$ cat src/rtl/rv_pkg.sv
// Shared sizing constants and controller state encoding for the register-file slice.
package rv_pkg;

  localparam int XLEN = 64;
  localparam int NREG = 32;
  localparam int AW   = 5;

  typedef enum logic {
    ST_INIT = 1'b0,
    ST_RUN  = 1'b1
  } state_e;

endpackage

$ cat src/rtl/rv_rf_bypass.sv
// Per-read-port result stage: x0 forcing and write-to-read forwarding over the
// registered RF read, which returns stale data on a same-cycle collision.
module rv_rf_bypass
  import rv_pkg::*;
#(
  parameter int XLEN = rv_pkg::XLEN,
  parameter int AW   = rv_pkg::AW
) (
  input  logic            clk,
  input  logic            rst_n,
  input  logic            force_zero_i,
  input  logic [AW-1:0]   rd_addr_i,
  input  logic            wr_en_i,
  input  logic [AW-1:0]   wr_addr_i,
  input  logic [XLEN-1:0] wr_data_i,
  input  logic [XLEN-1:0] rf_rdata_i,
  output logic [XLEN-1:0] data_o
);

  logic            hit_r;
  logic            zero_r;
  logic [XLEN-1:0] wdata_r;

  // Capture the collision, x0 and forwarded-data state alongside the RF read.
  always_ff @(posedge clk or negedge rst_n) begin
    if (!rst_n) begin
      hit_r   <= 1'b0;
      zero_r  <= 1'b0;
      wdata_r <= {XLEN{1'b0}};
    end else begin
      hit_r   <= wr_en_i && (wr_addr_i == rd_addr_i) &&
                 (rd_addr_i != {AW{1'b0}}) && !force_zero_i;
      zero_r  <= (rd_addr_i == {AW{1'b0}}) || force_zero_i;
      wdata_r <= wr_data_i;
    end
  end

  // Select the architectural result for the read issued last cycle.
  always_comb begin
    data_o = rf_rdata_i;
    if (zero_r) begin
      data_o = {XLEN{1'b0}};
    end else if (hit_r) begin
      data_o = wdata_r;
    end else begin
      data_o = rf_rdata_i;
    end
  end

endmodule

$ cat src/rtl/rv_rf_ctrl.sv
// Register-file controller: zeroes the array after reset, then arbitrates the
// write port (writeback over debug) and shares read port 2 with debug reads.
module rv_rf_ctrl
  import rv_pkg::*;
#(
  parameter int XLEN    = rv_pkg::XLEN,
  parameter int NREG    = rv_pkg::NREG,
  parameter int AW      = rv_pkg::AW,
  parameter bit INIT_EN = 1'b1
) (
  input  logic            clk,
  input  logic            rst_n,
  input  logic [AW-1:0]   rs1_addr_i,
  input  logic [AW-1:0]   rs2_addr_i,
  input  logic            rs2_en_i,
  output logic [XLEN-1:0] rs1_data_o,
  output logic [XLEN-1:0] rs2_data_o,
  input  logic            wb_en_i,
  input  logic [AW-1:0]   wb_addr_i,
  input  logic [XLEN-1:0] wb_data_i,
  input  logic            dbg_req_i,
  input  logic            dbg_we_i,
  input  logic [AW-1:0]   dbg_addr_i,
  input  logic [XLEN-1:0] dbg_wdata_i,
  output logic            dbg_gnt_o,
  output logic            dbg_rvalid_o,
  output logic [XLEN-1:0] dbg_rdata_o,
  output logic            init_done_o,
  output logic [AW-1:0]   rf_rd_reg1_o,
  output logic [AW-1:0]   rf_rd_reg2_o,
  input  logic [XLEN-1:0] rf_rd_reg1_i,
  input  logic [XLEN-1:0] rf_rd_reg2_i,
  output logic [AW-1:0]   rf_wr_reg_o,
  output logic [XLEN-1:0] rf_wr_data_o,
  output logic            rf_wr_en_o
);

  state_e          state_r;
  logic [AW-1:0]   cnt_r;
  logic            init_done_r;
  logic            dbg_rvalid_r;
  logic [XLEN-1:0] dbg_hold_r;

  logic            run_s;
  logic            dbg_wr_gnt_s;
  logic            dbg_rd_gnt_s;
  logic            wr_en_s;
  logic [AW-1:0]   wr_reg_s;
  logic [XLEN-1:0] wr_data_s;
  logic [XLEN-1:0] rs1_byp_s;
  logic [XLEN-1:0] rs2_byp_s;

  assign run_s        = (state_r == ST_RUN);
  assign dbg_wr_gnt_s = run_s && dbg_req_i && dbg_we_i && !wb_en_i;
  assign dbg_rd_gnt_s = run_s && dbg_req_i && !dbg_we_i && !rs2_en_i;
  assign dbg_gnt_o    = dbg_wr_gnt_s || dbg_rd_gnt_s;

  // Write-port source: zeroing sweep, then writeback, then debug; x0 never written in RUN.
  always_comb begin
    wr_en_s   = 1'b0;
    wr_reg_s  = {AW{1'b0}};
    wr_data_s = {XLEN{1'b0}};
    if (!run_s) begin
      wr_en_s   = 1'b1;
      wr_reg_s  = cnt_r;
      wr_data_s = {XLEN{1'b0}};
    end else if (wb_en_i) begin
      wr_en_s   = (wb_addr_i != {AW{1'b0}});
      wr_reg_s  = wb_addr_i;
      wr_data_s = wb_data_i;
    end else if (dbg_wr_gnt_s) begin
      wr_en_s   = (dbg_addr_i != {AW{1'b0}});
      wr_reg_s  = dbg_addr_i;
      wr_data_s = dbg_wdata_i;
    end else begin
      wr_en_s   = 1'b0;
    end
  end

  assign rf_wr_en_o   = wr_en_s;
  assign rf_wr_reg_o  = wr_reg_s;
  assign rf_wr_data_o = wr_data_s;
  assign rf_rd_reg1_o = rs1_addr_i;
  assign rf_rd_reg2_o = dbg_rd_gnt_s ? dbg_addr_i : rs2_addr_i;

  // Zeroing sequencer; init_done follows the transition into RUN.
  always_ff @(posedge clk or negedge rst_n) begin
    if (!rst_n) begin
      state_r     <= INIT_EN ? ST_INIT : ST_RUN;
      cnt_r       <= {AW{1'b0}};
      init_done_r <= 1'b0;
    end else begin
      case (state_r)
        ST_INIT: begin
          cnt_r <= cnt_r + AW'(1);
          if (cnt_r == AW'(NREG - 1)) begin
            state_r     <= ST_RUN;
            init_done_r <= 1'b1;
          end
        end
        ST_RUN: begin
          init_done_r <= 1'b1;
        end
        default: begin
          state_r <= ST_INIT;
          cnt_r   <= {AW{1'b0}};
        end
      endcase
    end
  end

  assign init_done_o = init_done_r;

  rv_rf_bypass #(.XLEN(XLEN), .AW(AW)) u_byp1 (
    .clk          (clk),
    .rst_n        (rst_n),
    .force_zero_i (!run_s),
    .rd_addr_i    (rf_rd_reg1_o),
    .wr_en_i      (wr_en_s),
    .wr_addr_i    (wr_reg_s),
    .wr_data_i    (wr_data_s),
    .rf_rdata_i   (rf_rd_reg1_i),
    .data_o       (rs1_byp_s)
  );

  rv_rf_bypass #(.XLEN(XLEN), .AW(AW)) u_byp2 (
    .clk          (clk),
    .rst_n        (rst_n),
    .force_zero_i (!run_s),
    .rd_addr_i    (rf_rd_reg2_o),
    .wr_en_i      (wr_en_s),
    .wr_addr_i    (wr_reg_s),
    .wr_data_i    (wr_data_s),
    .rf_rdata_i   (rf_rd_reg2_i),
    .data_o       (rs2_byp_s)
  );

  assign rs1_data_o = run_s ? rs1_byp_s : {XLEN{1'b0}};
  assign rs2_data_o = run_s ? rs2_byp_s : {XLEN{1'b0}};

  // Debug read response: valid one cycle after grant, data held until the next one.
  always_ff @(posedge clk or negedge rst_n) begin
    if (!rst_n) begin
      dbg_rvalid_r <= 1'b0;
      dbg_hold_r   <= {XLEN{1'b0}};
    end else begin
      dbg_rvalid_r <= dbg_rd_gnt_s;
      if (dbg_rvalid_r) begin
        dbg_hold_r <= rs2_byp_s;
      end
    end
  end

  assign dbg_rvalid_o = dbg_rvalid_r;
  assign dbg_rdata_o  = dbg_rvalid_r ? rs2_byp_s : dbg_hold_r;

endmodule
$ cat config.mk
export PLATFORM = sky130hd
export DESIGN_NAME = rv_rf_ctrl
export DESIGN_NICKNAME = d
export VERILOG_FILES = /design/src/rtl/rv_pkg.sv /design/src/rtl/rv_rf_bypass.sv /design/src/rtl/rv_rf_ctrl.sv
export SDC_FILE = /design/constraint.sdc
export NUM_CORES = 1
export LEC_CHECK = 0
export ABC_AREA = 1
export ABC_CLOCK_PERIOD_IN_PS = 1600
export CORE_AREA = 4 4 212 214
export DETAILED_ROUTE_END_ITERATION = 6
export DIE_AREA = 0 0 216 218
export PLACE_DENSITY_LB_ADDON = 0.12
export SLEW_MARGIN = 20
export SYNTH_ARGS = -nofsm -noshare
export SYNTH_HDL_FRONTEND = slang
export SYNTH_SLANG_ARGS = --single-unit
$ cat constraint.sdc
create_clock -name clk -period 1.6 [get_ports clk]
set_clock_uncertainty 0.15 [all_clocks]
set_input_delay 0.16 -clock clk [delete_from_list [all_inputs] [get_ports clk]]
set_output_delay 0.16 -clock clk [all_outputs]
set_load 0.005 [all_outputs]
==> run metrics <==
run status complete, but fails checks; violated checks negative setup slack; die outline width 216 um; max_cap viols 0; area share of the leading cell type in the synthesized netlist 0.449; slowest stage cell, crit path dfrtp_2; post-synthesis async set-or-reset flop share 1.00; Via Count 11600; remaining antenna violation count 0; Placement Setup Slack -0.894 ns; detailed placement HPWL 36400 um; critical path capture point type output pin; Setup CP Type reg2out; Pwr Density 673 nW/um^2; peak supply drop 0.483 mV; Met3 Wirelength 3150 um; setup TNS -174.15 ns; Layout area overhead 157%; core region area 42900 sq um; Warnings, synthesis 0; DR iter-0 viols 491; DRC violation count after routing 0; largest family of logic cells by synthesized area simple AND/OR/NAND/NOR gates; CTS tree yes; worst-case hold slack 0.0506 ns; die area 47100 sq um; post-place instance area 15800 sq um; share of the core filled with cells in the final layout 0.467; Slew Limit Headroom 0.705; most numerous cell types in the synthesized netlist nor2_1, nand2_1, o21ai_0, dfrtp_1, a21oi_1; overall global routing resource usage 0.201; antenna cells 0; synthesized net count 1433; max-slew violations 0; leading cell types by total area after synthesis dfrtp_1, nor2_1, o21ai_0; number of instances in the synthesized netlist 1149; EDFF count, synth 0; Design Area, Final 20000 sq um; flip-flop and latch count after synthesis 140; detailed-route wire length 55100 um; final worst slack -0.727 ns; data required time of the critical path 1.29 ns; first-pass GRT wire length 71200 um; clk sinks 140; fraction of the cycle the final worst path needs 1.45; CTS clock-pin slew for the worst setup and hold paths 0.06 ns; cell taking the most area after synthesis dfrtp_1; proportion of layout cells with a drive suffix above 1 0.543; RSZ-0062 raised after global routing yes; cells traversed along the worst timing path nand2_4 -> nor3_4 -> buf_6 -> buf_16 -> buf_8 -> buf_12 -> nand2_1 -> a21oi_2 -> clkbuf_2; number of CTS-inserted buffers 17; kind of start point of the critical path flip-flop; CTS Buffer Depth 2; NumNets Final 2366; detailed route wirelength on metal2 27200 um; count of distinct cell types in the synthesized netlist 24; Overflow after GRT 0; # IOs 557; maximum number of pins on one net before global-route repair 59; leakage dissipation 9.73 nW; area share of fa/ha/maj cells after synthesis 0.00321; wire length per cell 20.6 um; CTS H-tree depth 4; number of antenna violations at the first check in global routing 6; final number of setup-violating endpoints 370; xor/xnor share of the synthesized area 0.00337; Crit path arrival time 2.02 ns; height of the chip 218 um; maximum clock frequency 430 MHz; worst path bufs/invs 5; Top delay family on crit path buffers and inverters; row count 76; worst-path fanout max 6; syn_area_per_cell 6.79 sq um; Compound-Gate Fraction of Synth Area 0.180; Most used DFF post-synth dfrtp_1; sequential share of the synthesized area 0.449; post-synth design cell area 7800 sq um; Worst Hold Class in2async; global placer's final weighted congestion 0.891; max incr delay on CP 0.42 ns; total count of hold-check failures in the final report 0; portion of netlist area occupied by mux cells 0; clock network latency to the later pin of the worst-skew pair 0.45 ns; most numerous cell in the Yosys netlist nor2_1; initial core utilization 0.182; minimum clock period after layout 2.33 ns; basic-gate share of the synthesized area counting and, or, nand and nor cells 0.291; vias in the first global route 11200; count of buffers from port buffering 556; Worst-Margin Slew 0.442 ns; root cell of the clock tree clkbuf_16; Post-Route M1 WL 23100 um; length of the first detailed-routing pass in iterations 5; via-per-instance ratio 4.32; uppermost layer routed met5
[metal layers]
metal	up-vias	track usage
li1	5576	-
met4	6	0.0713
met3	79	0.0516
met1	5506	0.241
met2	400	0.350
met5	-	0
[layout by cell type (no fill, tap or decap), types with 8 or more instances in the layout]
cell             Yosys  routed
buf_4                5     304
clkdlybuf4s50_1      0     286
nor2_1             304     212
buf_2               24     193
nand2_1            249     192
dfrtp_1            140     136
o21ai_2              0     107
buf_6                1      74
a21oi_2              0      55
nor2_4               1      51
clkbuf_2             0      50
buf_12               0      45
o21ai_1              4      44
nor2_2               0      42
inv_1               41      36
o21ai_4              0      36
nand2_4              0      33
clkbuf_16            0      33
nand2_2              5      29
a21oi_4              0      24
nand3_1             19      19
buf_8                0      17
buf_16               0      11
o21ai_0            191       8
dlymetal6s2s_1       0       8
[where the power goes]
group / internal [mW] / total [mW] / leakage [nW] / switching, mW
registers: 3.94 / 4.13 / 1.75 / 0.185
clock network: 2.56 / 4.23 / 0.298 / 1.67
logic: 2.86 / 5.13 / 7.69 / 2.27
total: 9.36 / 13.5 / 9.73 / 4.13
[worst paths after layout]
path                       slack [ns]  depth (start not counted)           start            endpoint
min                              0.05                          2           rst_n      dbg_hold_r[49]
max                             -0.73                          9           run_s    rf_wr_data_o[23]
min in group clk                 0.17                          3   wb_data_i[41]  u_byp2.wdata_r[41]
min reg2reg                      0.32                          2  dbg_hold_r[16]      dbg_hold_r[16]
max reg2reg                     -0.47                         14           run_s        u_byp2.hit_r
max in group asynchronous        0.69                          3           rst_n        u_byp1.hit_r
[sequential cells by signal (all words and copies together), names as in the netlist]
signal          cells
u_byp1.zero_r       1
init_done_o         1
run_s               1
dbg_hold_r         64
u_byp2.zero_r       1
dbg_rvalid_o        1
u_byp1.hit_r        1
u_byp2.hit_r        1
cnt_r               5
u_byp2.wdata_r     64
[per-stage QoR]
stage / std cells / power [mW]
4_1_cts: 2498 / 13.0
5_1_grt: 2679 / 14.2
6_report: 2679 / 13.5
2_1_floorplan: 1149 / 5.18
3_3_place_gp: 2439 / 8.60
3_5_place_dp: 2439 / 8.60
[layout make-up]
| type | instances | area, sq um |
|---|---|---|
| clock inverters | 11 | 143 |
| clock buffers | 20 | 467 |
| well taps | 585 | 732 |
| repair buffers | 1005 | 9160 |
| inverters | 47 | 215 |
| multi-input cells | 871 | 5800 |
| flip-flops and latches | 140 | 3510 |
| fillers | 4312 | 22900 |
[logic make-up after synthesis]
| logic type | count (synthesis) |
|---|---|
| AND/OR/NAND/NOR | 586 |
| flip-flops | 140 |
| adder cells (fa/ha/maj) | 2 |
| buffers and inverters | 138 |
| XOR/XNOR | 3 |
| AO/OA/AOI/OAI | 280 |
[worst reg2reg max path, cell delays in order, from the launching register on]
cell and delay (ns):
dfrtp_2 0.42, buf_6 0.14, inv_8 0.04, buf_6 0.11, buf_12 0.14, buf_12 0.14, a21oi_4 0.11, nand2_2 0.07
buf_4 0.13, buf_4 0.12, nand3_1 0.07, nand2_1 0.06, nor2_1 0.10, nand2_1 0.08, nor2_1 0.13
[repair_timing]
action / 4_1_cts / 5_1_grt
pin swaps: 25 / 199
endpoints found under the hold margin: 140 / 0
endpoints found under the setup margin: 352 / 383
hold buffers: 1 / 0
resized for setup: 367 / 1336
gates cloned: 9 / 21
setup buffers: 18 / 161
No activity file was read; power rests on OpenSTA's default activity.
